--- src/rtl/pipe_ctrl_pkg.sv ---
// Shared types and constants for the pipeline hazard controller.
// Covers the controller FSM states and the EX operand forward-select codes.
package pipe_ctrl_pkg;

   typedef enum logic [1:0] {
      RUN      = 2'd0,
      MEM_WAIT = 2'd1,
      TRAP     = 2'd2
   } state_t;

   localparam logic [1:0] FWD_RF    = 2'b00;
   localparam logic [1:0] FWD_EXMEM = 2'b10;
   localparam logic [1:0] FWD_MEMWB = 2'b01;

   // EX/MEM result is younger than MEM/WB, so it takes priority.
   function automatic logic [1:0] fwd_select(input logic hit_exmem, input logic hit_memwb);
      if (hit_exmem)      return FWD_EXMEM;
      else if (hit_memwb) return FWD_MEMWB;
      else                return FWD_RF;
   endfunction

endpackage

--- src/rtl/pipe_fwd_unit.sv ---
// Combinational EX-stage operand forwarding selects.
// Register 0 is hard-wired zero and is never forwarded.
module pipe_fwd_unit
   import pipe_ctrl_pkg::*;
#(
   parameter int unsigned REG_AW = 5
) (
   input  logic [REG_AW-1:0] i_ex_rs,
   input  logic [REG_AW-1:0] i_ex_rt,
   input  logic [REG_AW-1:0] i_mem_rd,
   input  logic              i_mem_reg_write,
   input  logic [REG_AW-1:0] i_wb_rd,
   input  logic              i_wb_reg_write,
   output logic [1:0]        o_fwd_a,
   output logic [1:0]        o_fwd_b
);

   logic w_mem_valid;
   logic w_wb_valid;

   always_comb begin
      w_mem_valid = i_mem_reg_write && (i_mem_rd != '0);
      w_wb_valid  = i_wb_reg_write  && (i_wb_rd  != '0);
      o_fwd_a     = fwd_select(w_mem_valid && (i_mem_rd == i_ex_rs),
                               w_wb_valid  && (i_wb_rd  == i_ex_rs));
      o_fwd_b     = fwd_select(w_mem_valid && (i_mem_rd == i_ex_rt),
                               w_wb_valid  && (i_wb_rd  == i_ex_rt));
   end

endmodule

--- src/rtl/pipeline_hazard_ctrl.sv ---
// Stall/flush/forwarding controller for the five-stage pipeline.
// Stage controls are combinational so stalls act in the same cycle.
module pipeline_hazard_ctrl
   import pipe_ctrl_pkg::*;
#(
   parameter int unsigned REG_AW      = 5,
   parameter int unsigned MEM_TIMEOUT = 15,
   parameter int unsigned CNT_W       = 16
) (
   input  logic              clk,
   input  logic              reset,
   input  logic [REG_AW-1:0] id_rs,
   input  logic [REG_AW-1:0] id_rt,
   input  logic              id_uses_rt,
   input  logic              id_branch_taken,
   input  logic [REG_AW-1:0] ex_rs,
   input  logic [REG_AW-1:0] ex_rt,
   input  logic [REG_AW-1:0] ex_rd,
   input  logic              ex_mem_read,
   input  logic              ex_reg_write,
   input  logic [REG_AW-1:0] mem_rd,
   input  logic              mem_reg_write,
   input  logic              mem_access,
   input  logic [REG_AW-1:0] wb_rd,
   input  logic              wb_reg_write,
   input  logic              dmem_ready,
   output logic              pc_en,
   output logic              ifid_en,
   output logic              idex_en,
   output logic              exmem_en,
   output logic              ifid_flush,
   output logic              idex_flush,
   output logic              memwb_flush,
   output logic [1:0]        fwd_a,
   output logic [1:0]        fwd_b,
   output logic              dmem_req,
   output logic              timeout_err,
   output logic [CNT_W-1:0]  stall_cycles,
   output logic [CNT_W-1:0]  flush_count
);

   localparam int unsigned WAIT_W = $clog2(MEM_TIMEOUT + 1);

   state_t              r_state;
   state_t              w_state_nxt;
   logic [WAIT_W-1:0]   r_wait_cnt;
   logic [WAIT_W-1:0]   w_wait_nxt;
   logic                r_timeout_err;
   logic [CNT_W-1:0]    r_stall_cycles;
   logic [CNT_W-1:0]    r_flush_count;
   logic                w_load_use;
   logic                w_flush_evt;
   logic                w_stall_evt;
   logic [1:0]          w_fwd_a;
   logic [1:0]          w_fwd_b;

   pipe_fwd_unit #(.REG_AW(REG_AW)) u_fwd (
      .i_ex_rs         (ex_rs),
      .i_ex_rt         (ex_rt),
      .i_mem_rd        (mem_rd),
      .i_mem_reg_write (mem_reg_write),
      .i_wb_rd         (wb_rd),
      .i_wb_reg_write  (wb_reg_write),
      .o_fwd_a         (w_fwd_a),
      .o_fwd_b         (w_fwd_b)
   );

   always_comb begin
      w_load_use = ex_mem_read && ex_reg_write && (ex_rd != '0) &&
                   ((ex_rd == id_rs) || (id_uses_rt && (ex_rd == id_rt)));

      pc_en       = 1'b1;
      ifid_en     = 1'b1;
      idex_en     = 1'b1;
      exmem_en    = 1'b1;
      ifid_flush  = 1'b0;
      idex_flush  = 1'b0;
      memwb_flush = 1'b0;
      dmem_req    = mem_access;
      fwd_a       = w_fwd_a;
      fwd_b       = w_fwd_b;
      w_state_nxt = r_state;
      w_wait_nxt  = r_wait_cnt;
      w_flush_evt = 1'b0;

      if (reset) begin
         {pc_en, ifid_en, idex_en, exmem_en} = '0;
         {ifid_flush, idex_flush, memwb_flush} = '1;
         dmem_req = 1'b0;
         fwd_a    = FWD_RF;
         fwd_b    = FWD_RF;
      end else begin
         unique case (r_state)
            RUN: begin
               if (mem_access && !dmem_ready) begin
                  {pc_en, ifid_en, idex_en, exmem_en} = '0;
                  memwb_flush = 1'b1;
                  dmem_req    = 1'b1;
                  w_wait_nxt  = WAIT_W'(1);
                  // The RUN cycle already counts as the first wait cycle.
                  w_state_nxt = (MEM_TIMEOUT <= 1) ? TRAP : MEM_WAIT;
               end else if (w_load_use) begin
                  pc_en      = 1'b0;
                  ifid_en    = 1'b0;
                  idex_flush = 1'b1;
               end else if (id_branch_taken) begin
                  ifid_flush  = 1'b1;
                  w_flush_evt = 1'b1;
               end
            end
            MEM_WAIT: begin
               dmem_req = 1'b1;
               if (dmem_ready) begin
                  w_state_nxt = RUN;
                  w_wait_nxt  = '0;
               end else begin
                  {pc_en, ifid_en, idex_en, exmem_en} = '0;
                  memwb_flush = 1'b1;
                  w_wait_nxt  = r_wait_cnt + WAIT_W'(1);
                  if (w_wait_nxt == WAIT_W'(MEM_TIMEOUT)) w_state_nxt = TRAP;
               end
            end
            TRAP: begin
               {pc_en, ifid_en, idex_en, exmem_en} = '0;
               {ifid_flush, idex_flush, memwb_flush} = '1;
               dmem_req = 1'b0;
            end
            default: w_state_nxt = RUN;
         endcase
      end

      w_stall_evt = !reset && !pc_en && (r_state != TRAP);
   end

   always_ff @(posedge clk) begin
      if (reset) begin
         r_state        <= RUN;
         r_wait_cnt     <= '0;
         r_timeout_err  <= 1'b0;
         r_stall_cycles <= '0;
         r_flush_count  <= '0;
      end else begin
         r_state    <= w_state_nxt;
         r_wait_cnt <= w_wait_nxt;
         if (w_state_nxt == TRAP) r_timeout_err <= 1'b1;
         if (w_stall_evt && (r_stall_cycles != '1))
            r_stall_cycles <= r_stall_cycles + CNT_W'(1);
         if (w_flush_evt && (r_flush_count != '1))
            r_flush_count <= r_flush_count + CNT_W'(1);
      end
   end

   assign timeout_err  = r_timeout_err;
   assign stall_cycles = r_stall_cycles;
   assign flush_count  = r_flush_count;

endmodule

--- config.mk ---
export PLATFORM = sky130hd
export DESIGN_NAME = pipeline_hazard_ctrl
export DESIGN_NICKNAME = d
export VERILOG_FILES = /design/src/rtl/pipe_ctrl_pkg.sv /design/src/rtl/pipe_fwd_unit.sv /design/src/rtl/pipeline_hazard_ctrl.sv
export SDC_FILE = /design/constraint.sdc
export NUM_CORES = 1
export LEC_CHECK = 0
export CAP_MARGIN = 30
export CORE_AREA = 2 2 67 85
export DETAILED_ROUTE_END_ITERATION = 6
export DIE_AREA = 0 0 69 87
export PLACE_DENSITY = 0.85
export SYNTH_ARGS = -nofsm -noshare
export SYNTH_HDL_FRONTEND = slang
export SYNTH_HIERARCHICAL = 1
export SYNTH_SLANG_ARGS = --single-unit
--- constraint.sdc ---
create_clock -name clk -period 5.5 [get_ports clk]
set_input_delay 0.825 -clock clk [delete_from_list [all_inputs] [get_ports clk]]
set_output_delay 0.825 -clock clk [all_outputs]
set_load 0.01 [all_outputs]
-- After elaboration in Yosys (flattened, before gate mapping)
Index checks and enable logic that the tools add are counted.
W data, S select, Z words.
- flip-flop bits (word level): 39
- input port bits: 45
- output and inout port bits: 45
- word-level logic and storage cells: 87
- add/subtract/negate cells: 3
- equal/unequal tests: 14
- muxes and demuxes: 40
- reduce and logical (&&, ||, !) cells: 25
- operators with widths (cell ; count):
    $add A16 B1 Y16 const B ; 2
    $ne A16 B16 Y1 const B ; 2
    $eq A5 B5 Y1 ; 6
    $mux W1 ; 22
    $mux W2 ; 8
    $logic_and A1 B1 Y1 ; 15
    $reduce_bool A5 Y1 ; 3
    $pmux W1 S3 ; 4
    $mux W4 ; 2
    $pmux W4 S2 ; 1
    $pmux W2 S3 ; 1
    $add A4 B1 Y4 const B ; 1
    $eq A2 B2 Y1 const B ; 2
    $eq A4 B4 Y1 const B ; 1
    $ne A2 B2 Y1 const B ; 2
    $pmux W1 S2 ; 2
    $logic_not A1 Y1 ; 3
    $eq A2 B1 Y1 const B ; 1
    $logic_not A2 Y1 ; 1
    $reduce_and A2 Y1 ; 1
    $reduce_bool A2 Y1 ; 1
    $logic_or A1 B1 Y1 ; 1

-- Depth between registers and ports, before layout
Gate-level depths: netlist (run 1).
- depth in word-level cells: 12
- depth in mapped cells: 9
- mapped depth without buffers: 7

-- Hierarchy
Netlist (run 1), hierarchy kept.
- modules (own cells, without submodules) (module ; times used ; cells each ; area an instance (um^2) ; sequential area each (um^2)):
    pipeline_hazard_ctrl ; 1 ; 278 ; 2245.9 ; 780.7
    pipe_fwd_unit ; 1 ; 34 ; 257.7 ; 0.0

-- Worst setup path before layout (run 1)
OpenSTA, ideal clock, no wires.
- kind: input to output
- start point: input port ex_rd[1]
- end point: output port pc_en
- arrival: 2.208 ns
- data required time: 4.675 ns
- path slack: 2.467 ns
- stages: 6
- path buffers: 1
- cell sequence: or4_4 -> o211ai_4 -> nor2_1 -> a21o_1 -> nor2_1 -> buf_4
- longest elaborated chain between the ends: 8
- elaborated cells between the ends (all ways): 11
- those cells by class: eq/ne (2); mux (4); reduce/logical (5)
- ends and longest elaborated chain (what ; RTL line ; source):
    from (decl) ; pipeline_hazard_ctrl.sv:18 ; input logic [REG_AW-1:0] ex_rd,
    $eq A5 B5 Y1 ; pipeline_hazard_ctrl.sv:70 ; ((ex_rd == id_rs) || (id_uses_rt && (ex_rd == id_rt)));
    $logic_and A1 B1 Y1 ; pipeline_hazard_ctrl.sv:70 ;
    $logic_or A1 B1 Y1 ; pipeline_hazard_ctrl.sv:70 ;
    $logic_and A1 B1 Y1 * ; pipeline_hazard_ctrl.sv:69 ; w_load_use = ex_mem_read && ex_reg_write && (ex_rd != '0) &&
    $mux W1 * (2 in a row) ; - ;
    $pmux W1 S3 * ; - ;
    $mux W1 * ; - ;
    to (decl) ; pipeline_hazard_ctrl.sv:27 ; output logic pc_en,
Mark *: on every way between the ends. The rest lies on a longest branch, timed or not.

-- Worst setup path in the final report (run 1)
- start point: input port ex_rd[1]
- end point: output port pc_en
- longest elaborated chain between the ends: 8
- elaborated cells between the ends (all ways): 11
- those cells by class: eq/ne (2); mux (4); reduce/logical (5)
- ends and longest elaborated chain (what ; RTL line ; source):
    $eq A5 B5 Y1 ; pipeline_hazard_ctrl.sv:70 ;
    $logic_and A1 B1 Y1 ; pipeline_hazard_ctrl.sv:70 ;
    $logic_or A1 B1 Y1 ; pipeline_hazard_ctrl.sv:70 ;
    $logic_and A1 B1 Y1 * ; pipeline_hazard_ctrl.sv:69 ;
    $mux W1 * ; pipeline_hazard_ctrl.sv:102 ; end else if (w_load_use) begin
    $mux W1 * ; pipeline_hazard_ctrl.sv:95 ; if (mem_access && !dmem_ready) begin
    $pmux W1 S3 * ; pipeline_hazard_ctrl.sv:93 ; unique case (r_state)
    $mux W1 * ; pipeline_hazard_ctrl.sv:86 ; if (reset) begin
Marked as above.

==> results of run 1 <==
==> cells in the final DEF (no fill, tap or decap), drive strengths merged, types with 4 or more instances in the layout <==
master / n
a21oi: 29
and2: 5
and3: 5
clkbuf: 6
clkdlybuf4s50: 89
dfxtp: 39
ha: 4
inv: 8
nand2: 23
nand3: 23
nand4: 7
nor2: 20
nor2b: 8
nor4: 8
o21a: 5
o21ai: 15
o31ai: 13
or3: 8
or4: 16
xnor2: 27
xor2: 6
==> routing by layer <==
| metal | track usage | up-vias | share of wire | wire length, µm |
|---|---|---|---|---|
| li1 | - | 1327 | - | - |
| met2 | 0.441 | 103 | 0.54 | 3680 |
| met4 | 0.0660 | 0 | 0.014 | 99 |
| met5 | 0 | - | 0 | 0 |
| met3 | 0.0486 | 8 | 0.064 | 438 |
| met1 | 0.251 | 1249 | 0.39 | 2640 |
==> per-stage QoR <==
step | instances | hold WS, ps | instance area, µm²
2_1_floorplan | 312 | 470 | 2500
3_3_place_gp | 455 | 468 | 3420
3_5_place_dp | 455 | 468 | 3420
4_1_cts | 463 | 483 | 3510
5_1_grt | 463 | 507 | 3510
6_report | 463 | 487 | 3510
==> registers in the layout, indices dropped and copies added, names as in the netlist <==
register / cells
timeout_err: 1
r_wait_cnt: 4
r_state: 2
flush_count: 16
stall_cycles: 16
==> logic make-up (layout without fill, tap and decap cells) <==
kind of cell | Yosys count | after routing | share of synthesized area
flops | 39 | 39 | 0.312
buf+inv | 20 | 107 | 0.0380
mux | 4 | 4 | 0.0170
compound gates | 76 | 76 | 0.198
fa+ha+maj | 4 | 4 | 0.0200
xor+xnor | 33 | 33 | 0.115
simple gates | 136 | 136 | 0.299
==> cell type report <==
type,instances,area (µm²)
clock inverters,2,12.5
multi-input cells,253,1630
inverters,9,33.8
repair buffers,90,898
clock buffers,6,72.6
flip-flops and latches,39,781
fillers,470,1750
well taps,64,80.1
==> power by group <==
| group | switching, W | internal [W] | total, W |
|---|---|---|---|
| clock network | 0.0000989 | 0.0000887 | 0.000188 |
| registers | 0.00000411 | 0.000285 | 0.000289 |
| logic | 0.0000565 | 0.0000631 | 0.000120 |
| total | 0.000160 | 0.000437 | 0.000596 |
==> worst min path at each step <==
stage                               startpoint                          to  slack, ps
floorplan           r_wait_cnt[3]$_SDFFE_PP0P_  r_wait_cnt[3]$_SDFFE_PP0P_        470
CTS                   timeout_err$_SDFFE_PP0N_    timeout_err$_SDFFE_PP0N_        480
finish                timeout_err$_SDFFE_PP0N_    timeout_err$_SDFFE_PP0N_        490
global route          timeout_err$_SDFFE_PP0N_    timeout_err$_SDFFE_PP0N_        510
global placement      timeout_err$_SDFFE_PP0N_    timeout_err$_SDFFE_PP0N_        470
detailed placement    timeout_err$_SDFFE_PP0N_    timeout_err$_SDFFE_PP0N_        470
==> run summary, run 1 <==
FINAL LAYOUT
------------------------------------------------------------------------------
Antenna Diode Count                                                          0
Number of nets in the finished design                                      447
Share of post-route cells with drive strength above 1                   0.0451
Layout overhead on the synthesized area                                  40.0%
Utilization after layout                                                 0.667

FLOORPLANNING
------------------------------------------------------------------------------
Placement Rows                                                              30
Horizontal die dimension                                                 69 µm
Core Footprint                                                        5260 µm²
Die H                                                                    87 µm
Initial core utilization                                                 0.476
Total Die Area                                                        6000 µm²
Number of top-level pins                                                    90

SYNTHESIS
------------------------------------------------------------------------------
Most used standard cell by instance count after synthesis              dfxtp_1
Synth warnings                                                               6
Cell type with the highest aggregate area in the netlist               dfxtp_1
Mean post-synth cell area                                             8.02 µm²
Top cells by count, synth                                         dfxtp_1, a21oi_1, xnor2_1, nand2_1, nand3_1
Number of synthesized register bits                                         39
Synth Net Count                                                            361
Area of the mapped netlist                                            2500 µm²
Synth area leaders                                                dfxtp_1, xnor2_1, a21oi_1
Count of mapped cells out of synthesis                                     312
Async SR Flop Fraction                                                       0
Portion of the post-synthesis area used by sequential elements           0.312
Number of library cell types mapped by synthesis                            47
Yosys top cell area share                                                0.312
Number of synthesized flops with an enable pin                               0
Dominant register cell in the synthesized netlist                      dfxtp_1

STA
------------------------------------------------------------------------------
Headroom to the max-slew limit                                           0.323
Total Neg Setup Slack                                                     0 ps
Actual slew at the worst max-slew pin                                  1010 ps
Final hold viol count                                                        0
Setup repair after global routing missed its margin                      false
Max-slew violations                                                          0
Setup skew after layout                                                13.1 ps
Final Critical Period                                                  3980 ps
Final cycle utilization of the critical path                             0.724
Achievable frequency                                                 0.251 GHz
Finish-stage setup viols                                                     0
Final worst-path setup slack                                           1520 ps

MIN PATH
------------------------------------------------------------------------------
Min-delay worst type                                              register to register
Cell count of the worst hold path                                            1

ROUTE
------------------------------------------------------------------------------
Detailed-route DRC error count                                               0
Number of iterations in the first detailed-routing pass                      4
DRC violation total after the first TritonRoute iteration                  183
Total via count after detailed routing                                    2687
Post-Route WL                                                          6860 µm
Vias per Instance                                                         5.80
Routed length per instance                                             14.8 µm
Antenna viol nets, final                                                     0

GRT
------------------------------------------------------------------------------
Antenna violations before repair                                             0
Remaining Overflow, GRT                                                      0
Global-route wire length before repair                                11700 µm
Number of global-route vias before repair                                 2652
Largest net degree at the start of global routing                           29
Combined global-route utilization of all metal layers                    0.229

CLOCK TREE
------------------------------------------------------------------------------
Later-pin clock latency in the skew report                              280 ps
CTS root buffer                                                       clkbuf_8
Number of instances resized during post-cts repair                           0
CTS buffer count                                                             5
Clock buffer depth                                                           2
TritonCTS clock tree                                                       yes
Clock transition at the registers of the reported paths                  70 ps
Setup fix buffers added after clock tree synthesis                           0
Post-CTS Hold Buffers                                                        0
Number of levels in the clock H-tree                                         2
Number of sinks on the clock net                                            39

CRITICAL PATH
------------------------------------------------------------------------------
Worst setup EP type                                                output port
Slowest stage cell on the critical path                                  or4_4
R2R depth                                                                    7
Terminus of the critical flop-to-flop path                        stall_cycles[6]$_SDFFE_PP0P_
Cells along the critical path                                     clkdlybuf4s50_1, or4_4, o211ai_4, nor2_1, a21o_1, nor2_1, clkdlybuf4s50_1
Reg2reg start                                                     stall_cycles[0]$_SDFFE_PP0P_
Worst-case register-to-register setup slack                            3150 ps
CP Depth                                                                     7
Kind of start point of the critical path                            input port
Worst EP required                                                      4680 ps
CP Data Arrival Time                                                   3160 ps
Category of the most critical setup path                          input port to output port
CP Launch Point                                                       ex_rd[1]
Max stage delay on crit path                                            580 ps
Buffering stage count on the worst path with inverters included              2
Highest fanout seen on the critical path                                     5
Family with the most delay on the worst path                      buffers and inverters
Endpoint of the most critical setup path                                 pc_en

PLACEMENT
------------------------------------------------------------------------------
Worst Setup Slack post-DPL                                             1510 ps
Detail Placement HPWL                                                  5360 µm
Final estimated routing congestion in global placement                   0.837
Buffers on Ports                                                            89

POWER AND IR DROP
------------------------------------------------------------------------------
Power density over the cells                                        170 nW/µm²
Worst supply voltage drop on vdd                                    0.000162 V
Reported leakage power                                                 1.14 nW
Total power consumption of the routed design                        0.000596 W

JOB
------------------------------------------------------------------------------
Max-Cap Viols                                                                0

RUN STATUS
------------------------------------------------------------------------------
Result of the run                                                 complete, no violations

Note: power is estimated with default switching activity, not from simulation.
==> run 2: changes to the inputs <==
--- a/config.mk
+++ b/config.mk
@@ -6,10 +6,10 @@
 export NUM_CORES = 1
 export LEC_CHECK = 0
 export CAP_MARGIN = 30
-export CORE_AREA = 2 2 67 85
+export CORE_AREA = 2 2 70 89
 export DETAILED_ROUTE_END_ITERATION = 6
-export DIE_AREA = 0 0 69 87
-export PLACE_DENSITY = 0.85
+export DIE_AREA = 0 0 72 91
+export PLACE_DENSITY = 0.79
 export SYNTH_ARGS = -nofsm -noshare
 export SYNTH_HDL_FRONTEND = slang
 export SYNTH_HIERARCHICAL = 1
==> constraint.sdc (replaced) <==
create_clock -name clk -period 3.95 [get_ports clk]
set_input_delay 0.5925 -clock clk [delete_from_list [all_inputs] [get_ports clk]]
set_output_delay 0.5925 -clock clk [all_outputs]
set_load 0.01 [all_outputs]
==> run 2 against run 1 <==
Utilization shrank 4.6 points. Count of clock-buffer cells in the layout unchanged. Total power is 49% higher. Flip-flop and latch count unchanged. Via count shrank 2.0%. Critical endpoint is now fwd_b[0]. Largest power group unchanged.
==> run summary, run 2 (synthesis results as in run 1) <==
FLOORPLANNING
------------------------------------------------------------------------------
Number of top-level pins                                                    90
Total Die Area                                                        6550 µm²
Die H                                                                    91 µm
Placement Rows                                                              31
Initial core utilization                                                 0.439
Horizontal die dimension                                                 72 µm
Core Footprint                                                        5700 µm²

CLOCK TREE
------------------------------------------------------------------------------
Number of sinks on the clock net                                            39
TritonCTS clock tree                                                       yes
Clock transition at the registers of the reported paths                  70 ps
CTS buffer count                                                             5
CTS root buffer                                                       clkbuf_8
Clock buffer depth                                                           2
Number of instances resized during post-cts repair                           0
Number of levels in the clock H-tree                                         2
Later-pin clock latency in the skew report                              280 ps
Setup fix buffers added after clock tree synthesis                           0
Post-CTS Hold Buffers                                                        0

PLACEMENT
------------------------------------------------------------------------------
Buffers on Ports                                                            89
Final estimated routing congestion in global placement                   0.888
Detail Placement HPWL                                                  5150 µm
Area after detailed placement                                         3440 µm²

GRT
------------------------------------------------------------------------------
Met3 layer usage reported by global route                               0.0522
Global-route wire length before repair                                11300 µm
Met1 track demand over resource                                          0.229
Combined global-route utilization of all metal layers                    0.209
Global routing's busiest layer                                            met2
Met2 routing resource usage after global routing                         0.387
Remaining Overflow, GRT                                                      0
Number of global-route vias before repair                                 2608
Largest net degree at the start of global routing                           29
Antenna violations before repair                                             0

POWER AND IR DROP
------------------------------------------------------------------------------
Power density over the cells                                        251 nW/µm²
Internal power consumption                                          0.000671 W
Fraction of power consumed by the clock network                          0.358
Switch share                                                             0.244
Sequential power share                                                   0.453
Reported leakage power                                                 1.16 nW
Sw Pwr                                                              0.000217 W
Worst supply voltage drop on vdd                                    0.000168 V
Combinational share of power                                             0.189

STA
------------------------------------------------------------------------------
Total Neg Setup Slack                                                     0 ps
Final cycle utilization of the critical path                             0.879
Setup skew after layout                                                6.18 ps
Finish-stage setup viols                                                     0
Final Critical Period                                                  3470 ps
Final hold viol count                                                        0
Achievable frequency                                                 0.288 GHz
Actual slew at the worst max-slew pin                                   712 ps
Headroom to the max-slew limit                                           0.525
Max-slew violations                                                          0
Setup repair after global routing missed its margin                      false

ROUTE
------------------------------------------------------------------------------
Total via count after detailed routing                                    2632
Antenna viol nets, final                                                     0
Number of iterations in the first detailed-routing pass                      4
DRC violation total after the first TritonRoute iteration                   99
Vias per Instance                                                         5.65
Routed length per instance                                             14.1 µm
Detailed-route DRC error count                                               0
Post-Route WL                                                          6570 µm

CRITICAL PATH
------------------------------------------------------------------------------
Slowest stage cell on the critical path                                  or4_1
Category of the most critical setup path                          input port to output port
Worst setup EP type                                                output port
CP Data Arrival Time                                                   2880 ps
Worst EP required                                                      3360 ps
Kind of start point of the critical path                            input port
Family with the most delay on the worst path                      simple AND/OR/NAND/NOR gates
Max stage delay on crit path                                            560 ps
Cells along the critical path                                     clkdlybuf4s50_1, or4_1, o21ai_2, nor4_1, nor4_1, nor2b_1, clkdlybuf4s50_1
Buffering stage count on the worst path with inverters included              2
Highest fanout seen on the critical path                                     3

FINAL LAYOUT
------------------------------------------------------------------------------
Number of nets in the finished design                                      449
Antenna Diode Count                                                          0
Share of post-route cells with drive strength above 1                   0.0475
Most common library cell in the layout ignoring fill and taps     clkdlybuf4s50_1
Commonest cells after routing, fill and taps aside                clkdlybuf4s50_1, dfxtp_1, a21oi_1, xnor2_1
Final design instance area without fill                               3540 µm²
Fill cell instance count of the final layout                               536
Layout overhead on the synthesized area                                  41.4%

RUN STATUS
------------------------------------------------------------------------------
Result of the run                                                 complete, no violations

JOB
------------------------------------------------------------------------------
Max-Cap Viols                                                                0

MIN PATH
------------------------------------------------------------------------------
Min-delay worst type                                              register to register

==> run 2: changes by cell type in the layout (fill, tap and decap cells not counted) <==
cell | before | now
clkinv_2 | 1 | 0
buf_4 | 1 | 3
clkinvlp_4 | 1 | 0
bufinv_16 | 0 | 1
==> run 2: worst paths after layout <==
check	slack, ps	to	startpoint	cells past startpoint
max	480	fwd_b[0]	mem_rd[1]	7
min	500	timeout_err$_SDFFE_PP0N_	timeout_err$_SDFFE_PP0N_	1
max reg2reg	1650	stall_cycles[6]$_SDFFE_PP0P_	stall_cycles[0]$_SDFFE_PP0P_	7
min reg2reg	500	timeout_err$_SDFFE_PP0N_	timeout_err$_SDFFE_PP0N_	1
==> run 2: through the flow <==
step / utilization / setup WS [ps] / std cells / total power, W / hold slack, ps
finish: 0.621 / 478 / 466 / 0.000888 / 497
global route: 0.621 / 348 / 466 / 0.000924 / 530
CTS: 0.621 / 474 / 466 / 0.000899 / 500
detailed placement: 0.603 / 493 / 459 / 0.000579 / 483
global placement: 0.603 / 507 / 459 / 0.000576 / 475
floorplan: - / 1380 / 312 / 0.000492 / 470
==> run 2: power groups by stage <==
stage,registers (W),logic (W),clock network (W)
after global placement,0.000411,0.000165,0
after global routing,0.000403,0.000181,0.000340
after detailed placement,0.000411,0.000168,0
after floorplan,0.000412,0.0000805,0
after CTS,0.000402,0.000169,0.000328
final,0.000402,0.000168,0.000318
==> run 2: worst reg2reg max path: cells and delay by family, from the launching register on <==
kind                       cells  cell delay, ps
muxes                          1             290
and+or+nand+nor                5            1300
adders and majority gates      1             220
DFF                            1             380
==> run 2: layer usage <==
metal | wire length (µm) | vias up
met1 | 2560 | 1207
li1 | - | 1329
met3 | 400 | 10
met5 | 0 | -
met4 | 99 | 0
met2 | 3510 | 86
==> run 2: layout make-up <==
type | count | area, µm² | area share
multi-input combinational | 253 | 1630 | 0.460
timing repair buffer | 92 | 913 | 0.258
clock buffer | 6 | 72.6 | 0.0205
tap | 66 | 82.6 | 0.0233
sequential | 39 | 781 | 0.220
clock inverter | 1 | 30.0 | 0.00848
inverter | 9 | 33.8 | 0.00954
==> run 3: changes to the inputs <==
--- a/config.mk
+++ b/config.mk
@@ -14,3 +14,4 @@
 export SYNTH_HDL_FRONTEND = slang
 export SYNTH_HIERARCHICAL = 1
 export SYNTH_SLANG_ARGS = --single-unit
+export TNS_END_PERCENT = 50
==> results of run 3 <==
The final DEF is identical to that of run 2; final timing and power are the same.
